[src/rtl/zic_wdt_if.sv]
// Watchdog MMR store bus plus the register images and request outputs
// that go to the read mux and the system reset logic.
interface zic_wdt_if;
    logic        zic_mmr_write_en_i;
    logic [15:0] zic_mmr_write_addr_i;
    logic [31:0] zic_mmr_write_data_i;
    logic [31:0] wdt_counter_o;
    logic [31:0] wdt_ctrl_o;
    logic [31:0] wdt_timeout_reg_o;
    logic        wdt_irq_o;
    logic        wdt_rst_o;

    modport master (
        output zic_mmr_write_en_i, zic_mmr_write_addr_i, zic_mmr_write_data_i,
        input  wdt_counter_o, wdt_ctrl_o, wdt_timeout_reg_o, wdt_irq_o, wdt_rst_o
    );

    modport slave (
        input  zic_mmr_write_en_i, zic_mmr_write_addr_i, zic_mmr_write_data_i,
        output wdt_counter_o, wdt_ctrl_o, wdt_timeout_reg_o, wdt_irq_o, wdt_rst_o
    );
endinterface

[src/rtl/zic_wdt.sv]
// Two-stage watchdog: first timeout raises an interrupt, a second
// unserviced timeout pulses a system reset request.
module zic_wdt #(
    parameter logic [31:0] KICK_KEY      = 32'h0000_A5A5,
    parameter logic [31:0] TIMEOUT_RST   = 32'hFFFF_FFFF,
    parameter int unsigned RST_PULSE_LEN = 16
) (
    input  logic   clk_i,
    input  logic   rst_i,
    zic_wdt_if.slave bus
);
    localparam int unsigned CNT_W   = 32;
    localparam int unsigned PRESC_W = 8;
    localparam int unsigned PULSE_W = (RST_PULSE_LEN > 1) ? $clog2(RST_PULSE_LEN) : 1;

    localparam logic [15:0] ADDR_CNT  = 16'h080C;
    localparam logic [15:0] ADDR_CTRL = 16'h0810;
    localparam logic [15:0] ADDR_TO   = 16'h0814;

    typedef enum logic [1:0] {
        IDLE  = 2'd0,
        COUNT = 2'd1,
        WARN  = 2'd2,
        BITE  = 2'd3
    } state_t;

    state_t               state_q, state_d;
    logic                 en_q, en_d;
    logic                 irq_en_q, irq_en_d;
    logic                 rst_en_q, rst_en_d;
    logic                 to_flag_q, to_flag_d;
    logic                 badkey_q, badkey_d;
    logic [PRESC_W-1:0]   presc_q, presc_d;
    logic [PRESC_W-1:0]   pc_q, pc_d;
    logic [CNT_W-1:0]     counter_q, counter_d;
    logic [CNT_W-1:0]     timeout_q, timeout_d;
    logic [PULSE_W-1:0]   pulse_q, pulse_d;
    logic                 irq_q, irq_d;
    logic                 wrst_q, wrst_d;

    logic        active;
    logic        wr_ctrl;
    logic        wr_to;
    logic        wr_cnt;
    logic        kick;
    logic        bad_key;
    logic        en_off;
    logic        tick;
    logic        to_event;
    logic [31:0] wdata;

    // Store decode; BITE locks out every MMR write.
    assign wdata    = bus.zic_mmr_write_data_i;
    assign active   = (state_q == COUNT) || (state_q == WARN);
    assign wr_ctrl  = bus.zic_mmr_write_en_i && (bus.zic_mmr_write_addr_i == ADDR_CTRL) && (state_q != BITE);
    assign wr_to    = bus.zic_mmr_write_en_i && (bus.zic_mmr_write_addr_i == ADDR_TO) && (state_q == IDLE);
    assign wr_cnt   = bus.zic_mmr_write_en_i && (bus.zic_mmr_write_addr_i == ADDR_CNT) && (state_q != BITE);
    assign kick     = wr_cnt && (wdata == KICK_KEY) && active;
    assign bad_key  = wr_cnt && (wdata != KICK_KEY);
    assign en_off   = wr_ctrl && !wdata[0] && active;
    assign tick     = active && (pc_q == presc_q);
    assign to_event = tick && (counter_q == timeout_q) && !kick && !en_off;

    always_ff @(posedge clk_i) begin
        if (rst_i) begin
            state_q   <= IDLE;
            en_q      <= 1'b0;
            irq_en_q  <= 1'b0;
            rst_en_q  <= 1'b0;
            to_flag_q <= 1'b0;
            badkey_q  <= 1'b0;
            presc_q   <= '0;
            pc_q      <= '0;
            counter_q <= '0;
            timeout_q <= TIMEOUT_RST;
            pulse_q   <= '0;
            irq_q     <= 1'b0;
            wrst_q    <= 1'b0;
        end else begin
            state_q   <= state_d;
            en_q      <= en_d;
            irq_en_q  <= irq_en_d;
            rst_en_q  <= rst_en_d;
            to_flag_q <= to_flag_d;
            badkey_q  <= badkey_d;
            presc_q   <= presc_d;
            pc_q      <= pc_d;
            counter_q <= counter_d;
            timeout_q <= timeout_d;
            pulse_q   <= pulse_d;
            irq_q     <= irq_d;
            wrst_q    <= wrst_d;
        end
    end

    always_comb begin
        state_d   = state_q;
        en_d      = en_q;
        irq_en_d  = irq_en_q;
        rst_en_d  = rst_en_q;
        presc_d   = presc_q;
        pc_d      = pc_q;
        counter_d = counter_q;
        timeout_d = timeout_q;
        pulse_d   = pulse_q;

        if (wr_ctrl) begin
            en_d     = wdata[0];
            irq_en_d = wdata[1];
            rst_en_d = wdata[2];
            presc_d  = wdata[15:8];
        end
        if (wr_to) begin
            timeout_d = wdata;
        end

        // Sets win over a same-cycle write-1-to-clear.
        to_flag_d = (to_flag_q & ~(wr_ctrl & wdata[3])) | to_event;
        badkey_d  = (badkey_q & ~(wr_ctrl & wdata[4])) | bad_key;

        unique case (state_q)
            IDLE: begin
                counter_d = '0;
                pc_d      = '0;
                if (wr_ctrl && wdata[0]) begin
                    state_d = COUNT;
                end
            end
            COUNT, WARN: begin
                if (kick) begin
                    counter_d = '0;
                    pc_d      = '0;
                    state_d   = COUNT;
                end else if (en_off) begin
                    counter_d = '0;
                    pc_d      = '0;
                    state_d   = IDLE;
                end else if (tick) begin
                    pc_d = '0;
                    if (counter_q == timeout_q) begin
                        counter_d = '0;
                        if (state_q == COUNT) begin
                            state_d = WARN;
                        end else if (rst_en_q) begin
                            state_d = BITE;
                            pulse_d = '0;
                        end
                    end else begin
                        counter_d = CNT_W'(counter_q + 32'd1);
                    end
                end else begin
                    pc_d = PRESC_W'(pc_q + 8'd1);
                end
            end
            BITE: begin
                pc_d      = '0;
                counter_d = '0;
                if (pulse_q == PULSE_W'(RST_PULSE_LEN - 1)) begin
                    state_d = IDLE;
                    en_d    = 1'b0;
                    pulse_d = '0;
                end else begin
                    pulse_d = PULSE_W'(pulse_q + 1'b1);
                end
            end
            default: state_d = IDLE;
        endcase

        irq_d  = to_flag_d & irq_en_d;
        wrst_d = (state_d == BITE);
    end

    assign bus.wdt_counter_o     = counter_q;
    assign bus.wdt_timeout_reg_o = timeout_q;
    assign bus.wdt_ctrl_o        = {16'h0000, presc_q, 1'b0, state_q, badkey_q, to_flag_q,
                                    rst_en_q, irq_en_q, en_q};
    assign bus.wdt_irq_o         = irq_q;
    assign bus.wdt_rst_o         = wrst_q;
endmodule

[src/flat_wrapper.sv]
// flat-port wrapper written by rule: the top's interface ports become plain ports
module zic_wdt_flat 
#(
    parameter logic [31:0] KICK_KEY      = 32'h0000_A5A5,
    parameter logic [31:0] TIMEOUT_RST   = 32'hFFFF_FFFF,
    parameter int unsigned RST_PULSE_LEN = 16
)
  (clk_i, rst_i, bus_zic_mmr_write_en_i, bus_zic_mmr_write_addr_i, bus_zic_mmr_write_data_i, bus_wdt_counter_o, bus_wdt_ctrl_o, bus_wdt_timeout_reg_o, bus_wdt_irq_o, bus_wdt_rst_o);
  zic_wdt_if bus_i ();
  input  logic clk_i;
  input  logic rst_i;
  input wire logic [$bits(bus_i.zic_mmr_write_en_i)-1:0] bus_zic_mmr_write_en_i;
  input wire logic [$bits(bus_i.zic_mmr_write_addr_i)-1:0] bus_zic_mmr_write_addr_i;
  input wire logic [$bits(bus_i.zic_mmr_write_data_i)-1:0] bus_zic_mmr_write_data_i;
  output wire logic [$bits(bus_i.wdt_counter_o)-1:0] bus_wdt_counter_o;
  output wire logic [$bits(bus_i.wdt_ctrl_o)-1:0] bus_wdt_ctrl_o;
  output wire logic [$bits(bus_i.wdt_timeout_reg_o)-1:0] bus_wdt_timeout_reg_o;
  output wire logic [$bits(bus_i.wdt_irq_o)-1:0] bus_wdt_irq_o;
  output wire logic [$bits(bus_i.wdt_rst_o)-1:0] bus_wdt_rst_o;
  assign bus_i.zic_mmr_write_en_i = bus_zic_mmr_write_en_i;
  assign bus_i.zic_mmr_write_addr_i = bus_zic_mmr_write_addr_i;
  assign bus_i.zic_mmr_write_data_i = bus_zic_mmr_write_data_i;
  assign bus_wdt_counter_o = bus_i.wdt_counter_o;
  assign bus_wdt_ctrl_o = bus_i.wdt_ctrl_o;
  assign bus_wdt_timeout_reg_o = bus_i.wdt_timeout_reg_o;
  assign bus_wdt_irq_o = bus_i.wdt_irq_o;
  assign bus_wdt_rst_o = bus_i.wdt_rst_o;
  zic_wdt #(.KICK_KEY(KICK_KEY), .TIMEOUT_RST(TIMEOUT_RST), .RST_PULSE_LEN(RST_PULSE_LEN)) u_core (.clk_i(clk_i), .rst_i(rst_i), .bus(bus_i));
endmodule
[config.mk]
export PLATFORM = sky130hd
export DESIGN_NAME = zic_wdt_flat
export DESIGN_NICKNAME = d
export VERILOG_FILES = /design/src/rtl/zic_wdt_if.sv /design/src/rtl/zic_wdt.sv /design/src/flat_wrapper.sv
export SDC_FILE = /design/constraint.sdc
export NUM_CORES = 1
export LEC_CHECK = 0
export CAP_MARGIN = 20
export CORE_UTILIZATION = 40
export DETAILED_ROUTE_END_ITERATION = 7
export PLACE_DENSITY = 0.7
export SETUP_SLACK_MARGIN = 0.1
export SLEW_MARGIN = 20
export SYNTH_ARGS = -nofsm -noshare
export SYNTH_HDL_FRONTEND = slang
export SYNTH_SLANG_ARGS = --single-unit
[constraint.sdc]
create_clock -name clk_i -period 3.2 [get_ports clk_i]
set_clock_uncertainty 0.15 [all_clocks]
set_input_delay 0.96 -clock clk_i [delete_from_list [all_inputs] [get_ports clk_i]]
set_output_delay 0.96 -clock clk_i [all_outputs]
set_load 0.02 [all_outputs]
Word-level counts from Yosys, hierarchy flattened
Index checks and enable logic that the tools add are counted.

Add/sub/neg operators: 3. Equal/unequal tests: 20. Mux-type cells: 30. Bitwise gates (word level): 9. Reduce and logical (&&, ||, !) cells: 25.

Operator list (number): two-way mux 32 bit (4); case mux 32 bit (2 select lines) (1); equality test 16 x 12 -> 1 bit, second input constant (3); adder 32 x 1 -> 32 bit, second input constant (1); equality test 32 x 16 -> 1 bit, second input constant (1); equality test 32 bit (1); inequality test 32 x 16 -> 1 bit, second input constant (1); two-way mux 4 bit (7); two-way mux 8 bit (3); logical AND 1 bit (16); two-way mux 2 bit (8); case mux 8 bit (2 select lines) (1); adder 8 x 1 -> 8 bit, second input constant (1); equality test 8 bit (1); inequality test 2 bit, second input constant (4); case mux 4 bit (2 select lines) (1); AND reduction 7 bit (1); equality test 2 bit, second input constant (3); inequality test 2 x 1 -> 1 bit, second input constant (3); case mux 2 bit (3 select lines) (1); AND 1 bit (5); adder 4 x 1 -> 4 bit, second input constant (1); equality test 4 bit, second input constant (1); two-way mux 1 bit (4); other kinds (9) (14).

Flip-flop bits (word level): 93. Bits of input ports: 51. Output and inout port bits: 98. Logic and storage cells: 100.

Longest topological paths before layout
Depth after elaboration: 10. Gate-level depth with buffers: 11. Mapped depth without buffers: 7.

Worst setup path before layout
Ideal clock, no wire load.

Path type: input -> register. Start point: in bus_zic_mmr_write_addr_i[13]. End point: reg u_core.counter_q[16], in the netlist u_core.bus.wdt_counter_o[16]. Library setup time: 125 ps. Arrival time: 2622 ps. Required time: 2925 ps. Setup slack: 303 ps. Stages on the path: 9. Path through: nor4_2 nand4_1 nor4_4 buf_2 nor3_1 nand2_1 buf_2 buf_2 a21oi_1.

Word-level cells in the longest chain between the ends: 8.

Ends and longest elaborated chain: from (decl) (RTL line flat_wrapper.sv:13) `input wire logic [$bits(bus_i.zic_mmr_write_addr_i)-1:0] bus_zic_mmr_write_addr_i;`; equality test 16 x 12 -> 1 bit (RTL line zic_wdt.sv:55) `assign wr_ctrl = bus.zic_mmr_write_en_i && (bus.zic_mmr_write_addr_i == ADDR_CTRL) && (state_q != BITE);`; logical AND 1 bit (2 in a row) (RTL line zic_wdt.sv:55); logical AND 1 bit (2 in a row) (RTL line zic_wdt.sv:60) `assign en_off = wr_ctrl && !wdata[0] && active;`; two-way mux 32 bit (RTL line zic_wdt.sv:134) `end else if (en_off) begin`; two-way mux 32 bit (RTL line zic_wdt.sv:130) `if (kick) begin`; case mux 32 bit (2 select lines) (RTL line zic_wdt.sv:121) `unique case (state_q)`; to (signal assigned) (RTL line zic_wdt.sv:88) `counter_q <= counter_d;`; to (decl) (RTL line zic_wdt.sv:35) `logic [CNT_W-1:0] counter_q, counter_d;`.

Parallel ways exist; a longest one is shown, timed or not. A chain may end at the register's enable or synchronous reset.

Worst setup path after layout
Start point: in bus_zic_mmr_write_data_i[12]. End point: reg u_core.counter_q[17], in the netlist u_core.bus.wdt_counter_o[17].

Word-level cells in the longest chain between the ends: 5.

Ends and longest elaborated chain: from (decl) (RTL line flat_wrapper.sv:14) `input wire logic [$bits(bus_i.zic_mmr_write_data_i)-1:0] bus_zic_mmr_write_data_i;`; equality test 32 x 16 -> 1 bit * (RTL line zic_wdt.sv:58) `assign kick = wr_cnt && (wdata == KICK_KEY) && active;`; logical AND 1 bit * (2 in a row) (RTL line zic_wdt.sv:58); two-way mux 32 bit (RTL line zic_wdt.sv:130); case mux 32 bit (2 select lines) (RTL line zic_wdt.sv:121).

Mark *: on every way between the ends. The rest lies on a longest branch, timed or not.

==> impl_metrics.toml <==
[synthesis]
synthCells = 570
synth_async_sr_flop_share_pct = 0
synth_compound_gate_area_share_pct = 12.06
post_synth_num_cell_types = 55
synth_ff_type = "sky130_fd_sc_hd__dfxtp_1"
synth_adder_area_share_pct = 1.785
dominant_combinational_cell_family_by_area_after_synthesis = "simple AND/OR/NAND/NOR gates"
synth-xor-area-share_pct = 8.748
synth.yosys.warnings = 0
synth_area_per_cell_um2 = 8.607
number_of_synthesized_flops_with_an_enable_pin = 0
post_synthesis_sequential_element_count = 93
syn-cell-area_um2 = 4906
simple_gate_share_of_the_synthesized_area_pct = 25.50
muxShareOfSynthArea_pct = 6.937
synth-seq-area-share_pct = 37.95

[drt]
first_pass_drt_iterations = 5
routedWlPerCell_um = 18.09
finalWirelength_um = 16440
dr_wl_met2_um = 8016
wl_met3_um = 1129
final_antenna_net_count = 0
routed.top_layer = "met4"
drt_iter0_markers = 310
drc = 0
routedLengthMet1_um = 6957
via_per_inst = 5.559
detailroute.via_count = 5053

[placement]
hpwl_um = 11820
pre_cts_slack_ps = -604.7
buffers_on_ports = 131
finalWeightedCongestion = 0.9511

[floorplanning]
chipHeight_um = 112.7
row_count = 40
die-width_um = 112.7
initial_core_util_pct = 41.01
floorplan.die_area_um2 = 12710
io_pins = 149
design.core.area_um2 = 11960

[sta]
finalHoldViolCount = 0
post-route-min-period_ps = 3122
final-max-slew-violation-count = 0
worst_max_slew_pin_slew_ps = 565.4
finalCritPeriodShare_pct = 97.57
finalSetupViolations = 0
timing.final.ws_setup_ps = 77.64
max_freq_ghz = 0.3203
maxSlewHeadroom_pct = 61.96
grt_setup_unrepaired = "yes"
setup-tns-final_ps = 0

[finish]
drive_above_1_share_pct = 19.69
post_layout_util_pct = 61.10
relative_area_change_from_synthesis_to_final_layout_pct = 48.97
net_count_final = 815
num_antenna_cells = 0
n_fill_cell = 1018

[setup_path]
timing.critical_path.arrival_ps = 3260
crit_path_frequent_cell = "sky130_fd_sc_hd__buf_12"
last_element_of_the_critical_path = "u_core.bus.wdt_counter_o[17]"
regToRegSetupSlack_ps = 330
crit_path_end_kind = "flop"
critPathLaunch = "bus_zic_mmr_write_data_i[12]"
setup.worst_path.start_class = "input pin"
worst_r2r_path_depth = 8
slowest_stage = "sky130_fd_sc_hd__or4_4"
criticalPathCategory = "in -> reg"
path_cells = "clkdlybuf4s15_1 -> nor4b_4 -> nand4_1 -> nor4_4 -> buf_4 -> o311ai_4 -> buf_12 -> buf_12 -> or4_4 -> a21oi_2"
critPathRequiredTime_ps = 3340
r2r-end = "u_core.bus.wdt_counter_o[17]"
r2r_start = "u_core.presc_q[3]"
timing.critical_path.fanout_max = 5
cp_slowest_stage_delay_ps = 500

[global_routing]
grt_antenna_before_repair = 0
grt_first_pass_wirelength_um = 25030
grt_start_max_net_pins = 30
grt_usage_pct = 25.44
vias_in_the_first_global_route = 4858
grt.overflow.total = 0

[clock_network]
cts.reportedPaths.clkPinSlew_ps = 60
numClockSinks = 93
clock-root-buffer = "sky130_fd_sc_hd__clkbuf_16"
clk_latency_ps = 350
cts_inserted_buffers = 9
tritoncts_clock_tree = "built"
ctsHtreeMaxLevel = 3
clk_path_buf_depth = 2

[job]
number_of_max_cap_violations = 0

[outcome]
outcome = "finished, final reports clean"

[min_path]
timing.hold.worst.start = "u_core.irq_en_q"
path_type_of_the_worst_min_delay_path = "reg -> reg"

[pwr]
worst_vdd_rail_ir_drop_v = 0.0002896
power.static_leakage_nw = 2.753
power_density_nw_per_um2 = 336.5
cell usage after synthesis (2+ instances only):
cell type / count / area, um^2
sky130_fd_sc_hd__a21boi_0: 3 / 22.52
sky130_fd_sc_hd__a21oi_1: 39 / 195.2
sky130_fd_sc_hd__a31oi_1: 2 / 12.51
sky130_fd_sc_hd__and2_1: 4 / 25.02
sky130_fd_sc_hd__and3_1: 5 / 31.28
sky130_fd_sc_hd__and4_1: 5 / 43.79
sky130_fd_sc_hd__buf_2: 8 / 40.04
sky130_fd_sc_hd__buf_4: 24 / 180.2
sky130_fd_sc_hd__clkbuf_1: 13 / 48.80
sky130_fd_sc_hd__dfxtp_1: 93 / 1862
sky130_fd_sc_hd__ha_1: 7 / 87.58
sky130_fd_sc_hd__inv_1: 19 / 71.32
sky130_fd_sc_hd__mux2i_1: 34 / 340.3
sky130_fd_sc_hd__nand2_1: 78 / 292.8
sky130_fd_sc_hd__nand2b_1: 3 / 18.77
sky130_fd_sc_hd__nand3_1: 24 / 120.1
sky130_fd_sc_hd__nand4_1: 12 / 75.07
sky130_fd_sc_hd__nor2_1: 24 / 90.09
sky130_fd_sc_hd__nor3_1: 4 / 20.02
sky130_fd_sc_hd__nor3b_1: 2 / 15.01
sky130_fd_sc_hd__nor4_1: 15 / 93.84
sky130_fd_sc_hd__nor4_2: 2 / 25.02
sky130_fd_sc_hd__nor4_4: 2 / 42.54
sky130_fd_sc_hd__nor4b_1: 5 / 43.79
sky130_fd_sc_hd__o2111ai_1: 2 / 17.52
sky130_fd_sc_hd__o21ai_0: 18 / 90.09
sky130_fd_sc_hd__o22ai_1: 3 / 18.77
sky130_fd_sc_hd__o311ai_1: 2 / 17.52
sky130_fd_sc_hd__o31ai_1: 13 / 97.59
sky130_fd_sc_hd__o41ai_1: 2 / 17.52
sky130_fd_sc_hd__or2_2: 4 / 25.02
sky130_fd_sc_hd__or3_1: 17 / 106.4
sky130_fd_sc_hd__or3b_2: 2 / 17.52
sky130_fd_sc_hd__or4_1: 12 / 90.09
sky130_fd_sc_hd__xnor2_1: 2 / 17.52
sky130_fd_sc_hd__xor2_1: 47 / 411.6
power by group:
group          switching (mW)  internal [mW]  total, mW  leakage [nW]
Sequential         0.00000618           1.16       1.16         0.750
Combinational          0.0764         0.0764      0.153          1.85
Clock                   0.464          0.685       1.15         0.156
Total                   0.541           1.92       2.46          2.75
how the worst min path moves through the flow:
stage | to | slack [ps] | depth (start not counted)
after floorplan | u_core.pulse_q[3] | 290 | 1
after global placement | u_core.pulse_q[3] | 310 | 1
after detailed placement | u_core.irq_en_q | 320 | 2
after CTS | u_core.irq_en_q | 330 | 2
after global routing | u_core.presc_q[6] | 360 | 2
final | u_core.irq_en_q | 330 | 2
timing repair:
item,in CTS,in global routing
gates cloned,3,0
hold buffers,0,0
resized for setup,47,105
buffers inserted,7,8
endpoints found under the setup margin,43,40
endpoints found under the hold margin,0,0
pin swaps,19,23
critical path, delay by kind of cell:
kind | cells | cell delay, ps
AND/OR/NAND/NOR | 4 | 1280
buffers and inverters | 4 | 730
AO/OA/AOI/OAI | 2 | 290
routing by layer:
layer	vias up	global-route usage (%)
met3	29	4.071
met1	2407	32.20
met5	-	0
met2	235	42.96
met4	0	10.93
li1	2382	-
registers in the layout, indices dropped and copies added, names as in the netlist:
| signal | count |
|---|---|
| u_core.presc_q | 8 |
| u_core.en_q | 1 |
| u_core.state_q | 2 |
| u_core.irq_en_q | 1 |
| u_core.pulse_q | 4 |
| u_core.bus.wdt_irq_o | 1 |
| u_core.rst_en_q | 1 |
| u_core.bus.wdt_counter_o | 32 |
| u_core.badkey_q | 1 |
| u_core.to_flag_q | 1 |
| u_core.pc_q | 8 |
| u_core.bus.wdt_rst_o | 1 |
| u_core.bus.wdt_timeout_reg_o | 32 |
cell type report:
cell class              count  area [um^2]  area share, %
multi-input cells         429         2978          40.75
clock buffers              10        229.0          3.133
flip-flops and latches     93         1862          25.48
repair buffers            205         1897          25.95
inverters                  19        71.32         0.9759
clock inverters             6        87.58          1.198
well taps                 147        183.9          2.517
placed cells by master, fill, tap and decap left out, drive strengths merged, types with 7 or more instances in the layout:
cell type	count
clkbuf	28
conb	17
dfxtp	93
o31ai	13
dlymetal6s2s	19
o21ai	20
or4	12
nand2	78
a21oi	39
xor2	47
buf	80
nand3	25
ha	7
nand4	13
nor2	24
mux2i	34
inv	19
or3	17
nor4	19
clkdlybuf4s50	82
kinds of logic after synthesis:
| group | after synthesis |
|---|---|
| AND/OR/NAND/NOR | 226 |
| adder cells (fa/ha/maj) | 7 |
| XOR/XNOR | 49 |
| flip-flops | 93 |
| multiplexers | 34 |
| other | 1 |
| buffers and inverters | 64 |
| AO/OA/AOI/OAI | 96 |
metrics by stage:
step	power [mW]	std cells	hold WS, ps	area (um^2)
final	2.459	909	329.8	7308
after global routing	2.520	909	355.6	7308
after CTS	2.459	901	332.1	7158
after detailed placement	1.328	876	319.1	6670
after global placement	1.327	876	305.7	6670
after floorplan	1.236	586	291.6	4966
Note: power is estimated with default switching activity, not from simulation.
